==> config.mk <==
export PLATFORM = sky130hd
export DESIGN_NAME = mux4_rr_sched
export DESIGN_NICKNAME = d
export VERILOG_FILES = /design/src/rtl/mux4_rr_sched.sv
export SDC_FILE = /design/constraint.sdc
export NUM_CORES = 1
export LEC_CHECK = 0
export CAP_MARGIN = 0
export CORE_MARGIN = 5
export CORE_UTILIZATION = 59
export DETAILED_ROUTE_END_ITERATION = 10
export DONT_BUFFER_PORTS = 1
export PLACE_DENSITY = 0.75
export SKIP_CTS_REPAIR_TIMING = 1
export SKIP_LAST_GASP = 1
export SYNTH_ARGS = -nofsm -noshare
export SYNTH_HDL_FRONTEND = slang
export SYNTH_SLANG_ARGS = --single-unit
==> constraint.sdc <==
create_clock -name clk -period 2 [get_ports clk]
set_input_delay 0.2 -clock clk [delete_from_list [all_inputs] [get_ports clk]]
set_output_delay 0.2 -clock clk [all_outputs]
set_load 0.01 [all_outputs]
==> src/rtl/mux4_rr_sched.sv <==
// mux4_rr_sched
//   Round-robin owner scheduler for a shared 4:1 single-bit select datapath.
//   The block picks one requester at a time and drives the mux select and a
//   one-hot grant. Each grant lasts at most MAX_HOLD cycles. Every grant is
//   followed by one idle GAP cycle so the gate-level mux can settle before
//   the next owner takes over. The muxed bit is registered on out.
//
//   Optional feature macro: ARB_LOCK_EN
//     When defined, the block has an extra input, lock. While lock=1 and the
//     current owner keeps requesting, hold_cnt freezes and the hold limit
//     does not expire.
//
// Parameters
//   MAX_HOLD : maximum consecutive grant cycles per owner (1..255)
//   CNT_W    : hold counter width, 2**CNT_W > MAX_HOLD
//
// Ports
//   clk      in   rising-edge clock
//   rst_n    in   asynchronous active-low reset
//   req[3:0] in   level-sensitive requests, req[i] from requester i
//   d[3:0]   in   data bits, d[i] belongs to requester i
//   lock     in   (ARB_LOCK_EN only) extends the current grant past MAX_HOLD
//   grant    out  one-hot grant, zero when there is no owner
//   sel      out  mux select = index of the owner; keeps its value in GAP/IDLE
//   valid    out  high while in GRANT
//   out      out  registered d[sel], zero when the previous cycle was not a grant
//   hold_cnt out  cycles elapsed in the current grant (debug)
//
// Handshake: req is a level. A requester owns the datapath in the cycle
// where its grant bit is high. Dropping req ends the grant at the next edge.
module mux4_rr_sched #(
  parameter int MAX_HOLD = 8,
  parameter int CNT_W    = 8
) (
  input  logic             clk,
  input  logic             rst_n,
  input  logic [3:0]       req,
  input  logic [3:0]       d,
`ifdef ARB_LOCK_EN
  input  logic             lock,
`endif
  output logic [3:0]       grant,
  output logic [1:0]       sel,
  output logic             valid,
  output logic             out,
  output logic [CNT_W-1:0] hold_cnt
);

  typedef enum logic [1:0] {
    IDLE  = 2'd0,
    GRANT = 2'd1,
    GAP   = 2'd2
  } state_t;

  localparam logic [CNT_W-1:0] HOLD_LAST = CNT_W'(MAX_HOLD - 1);

  state_t           state, state_nxt;
  logic [1:0]       ptr, ptr_nxt;
  logic [1:0]       sel_nxt;
  logic [3:0]       grant_nxt;
  logic [CNT_W-1:0] hold_nxt;
  logic [1:0]       winner;
  logic             lock_hold;

`ifdef ARB_LOCK_EN
  assign lock_hold = lock;
`else
  assign lock_hold = 1'b0;
`endif

  // First asserted request at or after p, wrapping 3 -> 0.
  function automatic logic [1:0] rr_pick(input logic [3:0] r, input logic [1:0] p);
    logic [1:0] idx;
    logic       found;
    rr_pick = p;
    found   = 1'b0;
    for (int i = 0; i < 4; i++) begin
      idx = p + 2'(i);
      if (!found && r[idx]) begin
        rr_pick = idx;
        found   = 1'b1;
      end
    end
  endfunction

  assign winner = rr_pick(req, ptr);
  assign valid  = (state == GRANT);

  always_comb begin
    state_nxt = state;
    ptr_nxt   = ptr;
    sel_nxt   = sel;
    grant_nxt = grant;
    hold_nxt  = hold_cnt;
    case (state)
      IDLE, GAP: begin
        grant_nxt = 4'b0000;
        hold_nxt  = '0;
        if (|req) begin
          state_nxt = GRANT;
          sel_nxt   = winner;
          grant_nxt = 4'b0001 << winner;
        end else begin
          state_nxt = IDLE;
        end
      end
      GRANT: begin
        if (req[sel] && lock_hold) begin
          // Locked owner: counter frozen, limit suppressed.
          hold_nxt = hold_cnt;
        end else if (req[sel] && (hold_cnt != HOLD_LAST)) begin
          hold_nxt = hold_cnt + CNT_W'(1);
        end else begin
          // Released or expired: rotate priority past the current owner.
          state_nxt = GAP;
          ptr_nxt   = sel + 2'd1;
          grant_nxt = 4'b0000;
          hold_nxt  = '0;
        end
      end
      default: begin
        state_nxt = IDLE;
        grant_nxt = 4'b0000;
        hold_nxt  = '0;
      end
    endcase
  end

  always_ff @(posedge clk or negedge rst_n) begin
    if (!rst_n) begin
      state    <= IDLE;
      ptr      <= 2'd0;
      sel      <= 2'd0;
      grant    <= 4'b0000;
      hold_cnt <= '0;
      out      <= 1'b0;
    end else begin
      state    <= state_nxt;
      ptr      <= ptr_nxt;
      sel      <= sel_nxt;
      grant    <= grant_nxt;
      hold_cnt <= hold_nxt;
      out      <= valid ? d[sel] : 1'b0;
    end
  end

endmodule

==> summary.md, run 1 <==
| Metric | Value |
|---|---|
| Status | finished, final reports clean |
| Gr ovfl total | 0 |
| Dpl ws | 200 ps |
| Design Power | 1320 uW |
| Die Y | 49.6 um |
| Synthesized area per cell | 11.3 um^2 |
| Max Fclk | 0.550 GHz |
| Nets | 105 |
| Syn_nets | 93 |
| Max Slew Vio Count | 0 |
| CP arrival | 1990 ps |
| Vias in the first global route | 639 |
| #FFs+latches synth | 19 |
| DIE AREA | 2460 um^2 |
| P_leak | 0.000476 uW |
| Clock Path Buffers | 2 |
| Worst skew pair latency | 280 ps |
| Seq pwr share | 47.2% |
| R2R Path Start | hold_cnt[3] |
| Share of cells above drive strength 1 | 18.3% |
| FFs w/ async S/R, synth | 100% |
| Clk network pwr share | 13.7% |
| RSZ-0062 raised after global routing | false |
| Final antenna-violating net count | 0 |
| Core ar. | 1490 um^2 |
| Layout Skew | 2.20 ps |
| Hold Startpoint | req[3] |
| Most frequent cells in the layout | dfrtp_1, nor2_1, buf_4 |
| Reg clk slew, reported paths | 100 ps |
| Post-synth EDFFs | 0 |
| R2r setup slk | 180 ps |
| Antenna Cells | 0 |
| Slew margin rel. | 45.2% |
| 1st-iter DRT viols | 11 |
| Register area | 475 um^2 |
| Critical-path top delay cell | or4_1 |
| Routability Congestion | 0.781 |
| # setup viols final | 0 |
| # port buffers | 0 |
| Area Growth Syn to Fin | 10.9% |
| Initial Util | 62.2% |
| Worst Hold Class | primary input to flop |
| Largest net degree at the start of global routing | 20 |
| Cell family with most CP delay | simple AND/OR/NAND/NOR gates |
| Wire length per cell after detailed routing | 16.2 um |
| I/O pins | 26 |
| Layout Utilization | 69.0% |
| Reg-to-Reg End | ptr[1] |
| CTS root buf | clkbuf_4 |
| Hold path endpoint | grant[1] |
| DIE WIDTH | 49.6 um |
| Power Density | 1280 nW/um^2 |
| HPWL after DPL | 1.38 mm |
| Number of buffers created by CTS | 3 |
| CP Max Fanout | 5 |
| Combinational Power Share | 39.1% |
| Cell area after synthesis | 926 um^2 |
| Buf/Inv on CP | 0 |
| Unique masters post-synth | 30 |
| Worst Tran Pin Value | 819 ps |
| CP max stage delay | 540 ps |
| GRT Total Usage | 15.5% |
| First-pass GRT wire length | 2.94 mm |
| Final period utilization | 90.9% |
| Final setup TNS | 0 ps |
| Area occupied by multi-input gates | 435 um^2 |
| Final Hold Vio Count | 0 |
| Crit-path cells | or4_1 > o31a_4 > nor2b_4 > mux2_4 |
| # fillers | 120 |
| Crit path kind | flop to flop |
| Period minus WS final | 1820 ps |
| Peak supply drop | 0.000828 V |
| Sinks on Clock Net | 19 |
| Max-cap viol count | 0 |
| DRC | 0 |
| Final WS setup | 182 ps |
| Detailed Routing Iterations Pass 1 | 4 |
| WL final | 1.76 mm |
| YS warnings | 0 |
| Std-Cell Rows | 14 |
| Via Count | 678 |
| Sequential share of the synthesized area | 51.4% |
| CP Capture Type | flop |
| Sw Pwr | 490 uW |
| Worst Hold Depth | 2 |
| Sw Ratio | 37.2% |
| Initial antenna violation count | 0 |
| Startpoint Class | flop |
| CTS tree | yes |
| H-tree depth | 1 |
| Commonest non-fill, non-tap cell in the layout | dfrtp_1 |
| Worst Path Required | 2180 ps |
| Vias per Instance | 6.22 |
| Pint | 826 uW |
| Reg2Reg Depth | 4 |
| Synth Flop Type | dfrtp_1 |
| Cells after synthesis | 82 |
worst max path at each step:
| stage | start | end | slack, ps | cells past startpoint |
|---|---|---|---|---|
| after global placement | hold_cnt[3] | ptr[1] | 220 | 4 |
| after detailed placement | hold_cnt[3] | ptr[1] | 200 | 4 |
| final | hold_cnt[3] | ptr[1] | 180 | 4 |
| after CTS | hold_cnt[3] | ptr[1] | 190 | 4 |
| after global routing | hold_cnt[3] | ptr[1] | 140 | 4 |
| after floorplan | hold_cnt[3] | ptr[1] | 150 | 4 |
through the flow:
step | cell area (um^2) | hold slack (ps) | instances
floorplan | 926 | -95.6 | 82
global placement | 991 | -95.2 | 104
detailed placement | 991 | -95.1 | 104
CTS | 1020 | -409 | 108
global route | 1030 | 198 | 109
finish | 1030 | 208 | 109
power by group through the flow:
stage / registers [uW] / clock network (uW) / logic, uW
floorplan: 621 / 0 / 369
global route: 637 / 212 / 576
detailed placement: 631 / 0 / 507
CTS: 623 / 187 / 509
finish: 621 / 180 / 515
global placement: 630 / 0 / 498
cell type report:
cell class,count,share of cell area [%]
Clock buffer,4,2.56
Inverter,4,1.46
Multi-Input combinational cell,59,42.4
Sequential cell,19,46.3
Tap cell,16,1.95
Timing Repair Buffer,7,5.36
synth_stat cells, drive strengths merged, types with 2 or more instances:
library cell	n	area share [%]
nand3	4	2.2
and3	3	2.3
xor2	5	4.7
nor2b	4	3.5
nand2	6	2.7
inv	4	1.6
a21oi	2	1.1
mux4	2	4.9
nor2	9	3.6
xnor2	2	1.9
o22ai	3	2.0
a32o	2	2.2
o21ai	3	1.6
o22a	2	1.9
dfrtp	19	51
per-layer routing:
| layer | GRT usage [%] | wire length [um] |
|---|---|---|
| met1 | 19.5 | 748 |
| met2 | 23.3 | 849 |
| met5 | 0 | 0 |
| met3 | 6.33 | 150 |
| met4 | 6.55 | 14 |
sequential cells by signal, indices dropped and copies added (netlist names):
name      flops
ptr           2
grant         4
state         2
hold_cnt      8
sel           2
out           1
cells by family after synthesis:
| family | Yosys count | share of synthesized area [%] |
|---|---|---|
| mux | 4 | 7.57 |
| flops | 19 | 51.4 |
| buf+inv | 4 | 1.62 |
| simple gates | 30 | 17.6 |
| fa+ha+maj | 1 | 1.35 |
| xor+xnor | 7 | 6.62 |
| compound gates | 17 | 13.9 |
No activity file was read; power rests on OpenSTA's default activity.
==> run 2, diff against run 1 <==
--- a/config.mk
+++ b/config.mk
@@ -10,7 +10,7 @@
 export CORE_UTILIZATION = 59
 export DETAILED_ROUTE_END_ITERATION = 10
 export DONT_BUFFER_PORTS = 1
-export PLACE_DENSITY = 0.75
+export PLACE_DENSITY = 0.8
 export SKIP_CTS_REPAIR_TIMING = 1
 export SKIP_LAST_GASP = 1
 export SYNTH_ARGS = -nofsm -noshare
==> summary.md, run 2 (synthesis gave the netlist of run 1 again) <==
| Metric | Value |
|---|---|
| # setup viols final | 0 (unchanged) |
| I/O pins | 26 (unchanged) |
| WL final | 1.83 mm (+3.7%) |
| Peak supply drop | 0.000799 V (-3.5%) |
| Final period utilization | 90.1% (-0.79 points) |
| R2r setup slk | 200 ps (+20 ps) |
| Most frequent cells in the layout | dfrtp_1, nor2_1, buf_4 |
| Final antenna-violating net count | 0 (unchanged) |
| Initial Util | 62.2% (unchanged) |
| Sw Pwr | 509 uW (+4.1%) |
| Initial antenna violation count | 0 (unchanged) |
| DIE AREA | 2460 um^2 (unchanged) |
| H-tree depth | 1 (unchanged) |
| Detailed Routing Iterations Pass 1 | 4 (unchanged) |
| Share of cells above drive strength 1 | 19.4% (+1.1 points) |
| Vias per Instance | 6.11 (-1.8%) |
| Clk network pwr share | 14.2% (+0.5 points) |
| DRC | 0 (unchanged) |
| Via Count | 666 (-1.8%) |
| Layout Skew | 10.1 ps (+7.94 ps) |
| Area occupied by multi-input gates | 435 um^2 (unchanged) |
| Final setup TNS | 0 ps (unchanged) |
| CP arrival | 2000 ps (about the same) |
| Std-Cell Rows | 14 (unchanged) |
| P_leak | 0.000479 uW (+0.57%) |
| Slew margin rel. | 46.3% (+1.0 points) |
| Worst Tran Pin Value | 803 ps (-15.4 ps) |
| 1st-iter DRT viols | 4 (-7) |
| Clock Path Buffers | 2 (unchanged) |
| Startpoint Class | flop |
| Pint | 825 uW (-0.19%) |
| # fillers | 114 (-5.0%) |
| GRT Total Usage | 16.3% (+0.82 points) |
| RSZ-0062 raised after global routing | false |
| Max-cap viol count | 0 (unchanged) |
| Worst Hold Class | primary input to flop |
| Seq pwr share | 47.0% (-0.2 points) |
| Power Density | 1300 nW/um^2 (+1.3%) |
| Period minus WS final | 1800 ps (-15.8 ps) |
| Die Y | 49.6 um (unchanged) |
| Worst Path Required | 2200 ps (+20 ps) |
| Largest net degree at the start of global routing | 20 (unchanged) |
| CP Max Fanout | 5 (unchanged) |
| Core ar. | 1490 um^2 (unchanged) |
| Area Growth Syn to Fin | 11.1% |
| CP Capture Type | flop |
| Sinks on Clock Net | 19 (unchanged) |
| Combinational Power Share | 38.8% (-0.3 points) |
| Sw Ratio | 38.2% (+0.98 points) |
| Hold_ws | 167 ps (-41.2 ps) |
| HPWL after DPL | 1.40 mm (+1.6%) |
| Nets | 105 (unchanged) |
| Commonest non-fill, non-tap cell in the layout | dfrtp_1 |
| Max Slew Vio Count | 0 (unchanged) |
| Worst skew pair latency | 300 ps (+20 ps) |
| Routability Congestion | 0.836 (+7.1%) |
| First-pass GRT wire length | 3.12 mm (+6.1%) |
| Vias in the first global route | 668 (+4.5%) |
| Antenna Cells | 0 (unchanged) |
| # port buffers | 0 (unchanged) |
| Max reg flops | 8 (unchanged) |
| Max Fclk | 0.555 GHz (+0.87%) |
| Number of buffers created by CTS | 3 (unchanged) |
| Top Registers | hold_cnt: 8 flops, grant: 4 flops |
| Reg clk slew, reported paths | 110 ps (about the same) |
| Crit path kind | flop to flop |
| Final Hold Vio Count | 0 (unchanged) |
| Register area | 475 um^2 (unchanged) |
| Gr ovfl total | 0 (unchanged) |
| Reg with most FFs | hold_cnt |
| Status | finished, final reports clean |
| Wire length per cell after detailed routing | 16.8 um (+3.7%) |
| CTS root buf | clkbuf_4 |
| DIE WIDTH | 49.6 um (unchanged) |
| CTS tree | yes |
| Layout Utilization | 69.1% (+0.084 points) |
-- run 2: power groups by stage --
stage	Sequential, uW	Combinational [uW]	Clock [uW]
5_1_grt	646	583	214
3_3_place_gp	630	502	0
6_report	627	517	190
4_1_cts	628	512	193
3_5_place_dp	636	506	0
2_1_floorplan	621	369	0
-- run 2: path summary, 6_finish.rpt --
check                                 start       end  depth (start not counted)
worst min-delay path                 req[3]  state[0]                          3
worst min register to register     state[1]  state[1]                          2
worst max register to register  hold_cnt[3]    ptr[1]                          4
max in group asynchronous             rst_n  grant[1]                          1
worst max-delay path            hold_cnt[3]    ptr[1]                          4
min in group asynchronous             rst_n    ptr[1]                          1
-- run 2: layout make-up --
class	count	share of cell area, %
flip-flops and latches	19	46.2
multi-input cells	59	42.3
repair buffers	7	5.35
clock buffers	3	2.19
well taps	16	1.95
inverters	4	1.46
clock inverters	1	0.487
-- run 2: per-stage QoR --
step	cell area (um^2)	power, uW	std cells	worst slack (ps)
3_5_place_dp	991	1140	104	190
3_3_place_gp	991	1130	104	215
5_1_grt	1030	1440	109	109
4_1_cts	1020	1330	108	183
6_report	1030	1330	109	198
2_1_floorplan	926	991	82	145
-- run 2: layer usage --
layer  up-vias  wire [um]  track usage, %
li1        318          -               -
met1       325        802            21.7
met2        19        875            24.4
met3         4        125            5.72
met4         0         23            6.11
met5         -          0               0
-- run 2: critical path, cell delays in order (launching register included) --
cell     delay (ps)
dfrtp_1         390
or4_1           540
o31a_4          330
nor2b_4         150
mux2_4          300
==> run 3, diff against run 2 <==
--- a/config.mk
+++ b/config.mk
@@ -7,10 +7,11 @@
 export LEC_CHECK = 0
 export CAP_MARGIN = 0
 export CORE_MARGIN = 5
-export CORE_UTILIZATION = 59
+export CORE_UTILIZATION = 55
+export CTS_CLUSTER_DIAMETER = 50
 export DETAILED_ROUTE_END_ITERATION = 10
 export DONT_BUFFER_PORTS = 1
-export PLACE_DENSITY = 0.8
+export PLACE_DENSITY = 0.75
 export SKIP_CTS_REPAIR_TIMING = 1
 export SKIP_LAST_GASP = 1
 export SYNTH_ARGS = -nofsm -noshare
==> summary.md, run 3 (synthesis gave the netlist of run 1 again) <==
| Metric | Value |
|---|---|
| Status | finished, final reports clean |
| CP Capture Type | flop |
| Reg-to-Reg End | ptr[1] |
| Final setup TNS | 0 ps (unchanged) |
| CP max stage delay | 530 ps (about the same) |
| Final period utilization | 91.4% (+1.3 points) |
| Power Density | 1310 nW/um^2 (+0.71%) |
| Max-cap viol count | 0 (unchanged) |
| Critical-path top delay cell | or4_1 |
| Max Slew Vio Count | 0 (unchanged) |
| Detailed Routing Iterations Pass 1 | 4 (unchanged) |
| Core ar. | 1560 um^2 (+4.7%) |
| HPWL after DPL | 1.55 mm (+11%) |
| CP Max Fanout | 5 (unchanged) |
| H-tree depth | 1 (unchanged) |
| Startpoint Class | flop |
| 1st-iter DRT viols | 6 (+2) |
| WL final | 2.02 mm (+11%) |
| RSZ-0062 raised after global routing | false |
| Fin cells | 109 (unchanged) |
| Initial Util | 59.4% (-2.8 points) |
| Clock Path Buffers | 2 (unchanged) |
| # port buffers | 0 (unchanged) |
| Layout Utilization | 66.0% (-3.1 points) |
| Reg clk slew, reported paths | 110 ps (about the same) |
| Number of buffers created by CTS | 3 (unchanged) |
| Via Count | 689 (+3.5%) |
| Worst Tran Pin Value | 817 ps (+13.9 ps) |
| Initial antenna violation count | 0 (unchanged) |
| Max reg flops | 8 (unchanged) |
| Reg2Reg Depth | 4 (unchanged) |
| Top Registers | hold_cnt: 8 flops, grant: 4 flops |
| Placed insts | 104 (unchanged) |
| Antenna Cells | 0 (unchanged) |
| DIE WIDTH | 51.0 um (+2.9%) |
| Nets | 105 (unchanged) |
| Vias in the first global route | 724 (+8.4%) |
| Slew margin rel. | 45.3% (-0.93 points) |
| Worst Hold Class | primary input to flop |
| Reg with most FFs | hold_cnt |
| Hold Startpoint | req[3] |
| Hold path endpoint | state[0] |
| Hold_ws | 175 ps (+7.58 ps) |
| Std-Cell Rows | 14 (unchanged) |
| Routability Congestion | 0.775 (-7.4%) |
| I/O pins | 26 (unchanged) |
| Worst Path Required | 2200 ps (about the same) |
| DIE AREA | 2600 um^2 (+5.8%) |
| # setup viols final | 0 (unchanged) |
| First-pass GRT wire length | 3.37 mm (+8.0%) |
| Die Y | 51.0 um (+2.9%) |
| Max Fclk | 0.547 GHz (-1.5%) |
| Worst Hold Depth | 3 (unchanged) |
| CTS tree | yes |
| P_leak | 0.000479 uW (unchanged) |
| R2r setup slk | 170 ps (-30 ps) |
| Largest net degree at the start of global routing | 20 (unchanged) |
| Commonest non-fill, non-tap cell in the layout | dfrtp_1 |
| Area Growth Syn to Fin | 11.1% (unchanged) |
| Worst skew pair latency | 300 ps (about the same) |
| Final Hold Vio Count | 0 (unchanged) |
| CP arrival | 2030 ps (+30 ps) |
| R2R Path Start | hold_cnt[3] |
| Wire length per cell after detailed routing | 18.5 um (+11%) |
| Sinks on Clock Net | 19 (unchanged) |
| Most frequent cells in the layout | dfrtp_1, nor2_1, buf_4 |
| Vias per Instance | 6.32 (+3.5%) |
| Period minus WS final | 1830 ps (+26.6 ps) |
| DRC | 0 (unchanged) |
| Crit-path cells | or4_1 > o31a_4 > nor2b_4 > mux2_4 |
| Layout Skew | 12.4 ps (+2.29 ps) |
| Peak supply drop | 0.000771 V (-3.5%) |
| Share of cells above drive strength 1 | 19.4% (unchanged) |
| Final antenna-violating net count | 0 (unchanged) |
| # fillers | 118 (+3.5%) |
| CTS root buf | clkbuf_4 |
| Gr ovfl total | 0 (unchanged) |
| Crit path kind | flop to flop |
| GRT Total Usage | 17.2% (+0.88 points) |
==> run 3: cell counts in the layout (fill, tap and decap cells not counted) <==
No cell type changed its count.
==> run 3: final cells by class <==
cell class	instances	area (um^2)	share of cell area, %
Sequential cell	19	475	46.2
Multi-Input combinational cell	59	435	42.3
Timing Repair Buffer	7	55.1	5.35
Clock buffer	3	22.5	2.19
Tap cell	16	20.0	1.95
Inverter	4	15.0	1.46
Clock inverter	1	5.00	0.487
==> run 3: worst max-delay path by stage <==
| stage | from | end | cells after the start |
|---|---|---|---|
| 6_report | hold_cnt[3] | ptr[1] | 4 |
| 5_1_grt | hold_cnt[3] | ptr[1] | 4 |
| 4_1_cts | hold_cnt[3] | ptr[1] | 4 |
| 3_5_place_dp | hold_cnt[3] | ptr[1] | 4 |
| 3_3_place_gp | hold_cnt[3] | ptr[1] | 4 |
| 2_1_floorplan | hold_cnt[3] | ptr[1] | 4 |
==> run 3: critical path: cells and delay by family, from the launching register on <==
kind,cells,cell delay [ps]
DFF,1,400
muxes,1,300
and+or+nand+nor,2,690
AOI/OAI and AO/OA,1,330
==> run 3: metal layers <==
metal	vias up	track usage [%]	share of wire, %
met5	-	0	0
met4	0	5.38	0.69
met3	2	9.01	8.7
met2	26	27.3	50
met1	344	20.2	41
li1	317	-	-
==> run 3: where the power goes <==
group,switching [uW],total (uW),internal (uW)
Sequential,132,628,497
Combinational,275,529,254
Clock,112,187,74.5
Total,519,1340,825
==> run 3: stage by stage <==
stage	total power, uW	cell area [um^2]	setup WS [ps]
after floorplan	991	926	145
after global placement	1140	991	233
after detailed placement	1160	991	190
after CTS	1350	1020	179
after global routing	1440	1030	133
final	1340	1030	171
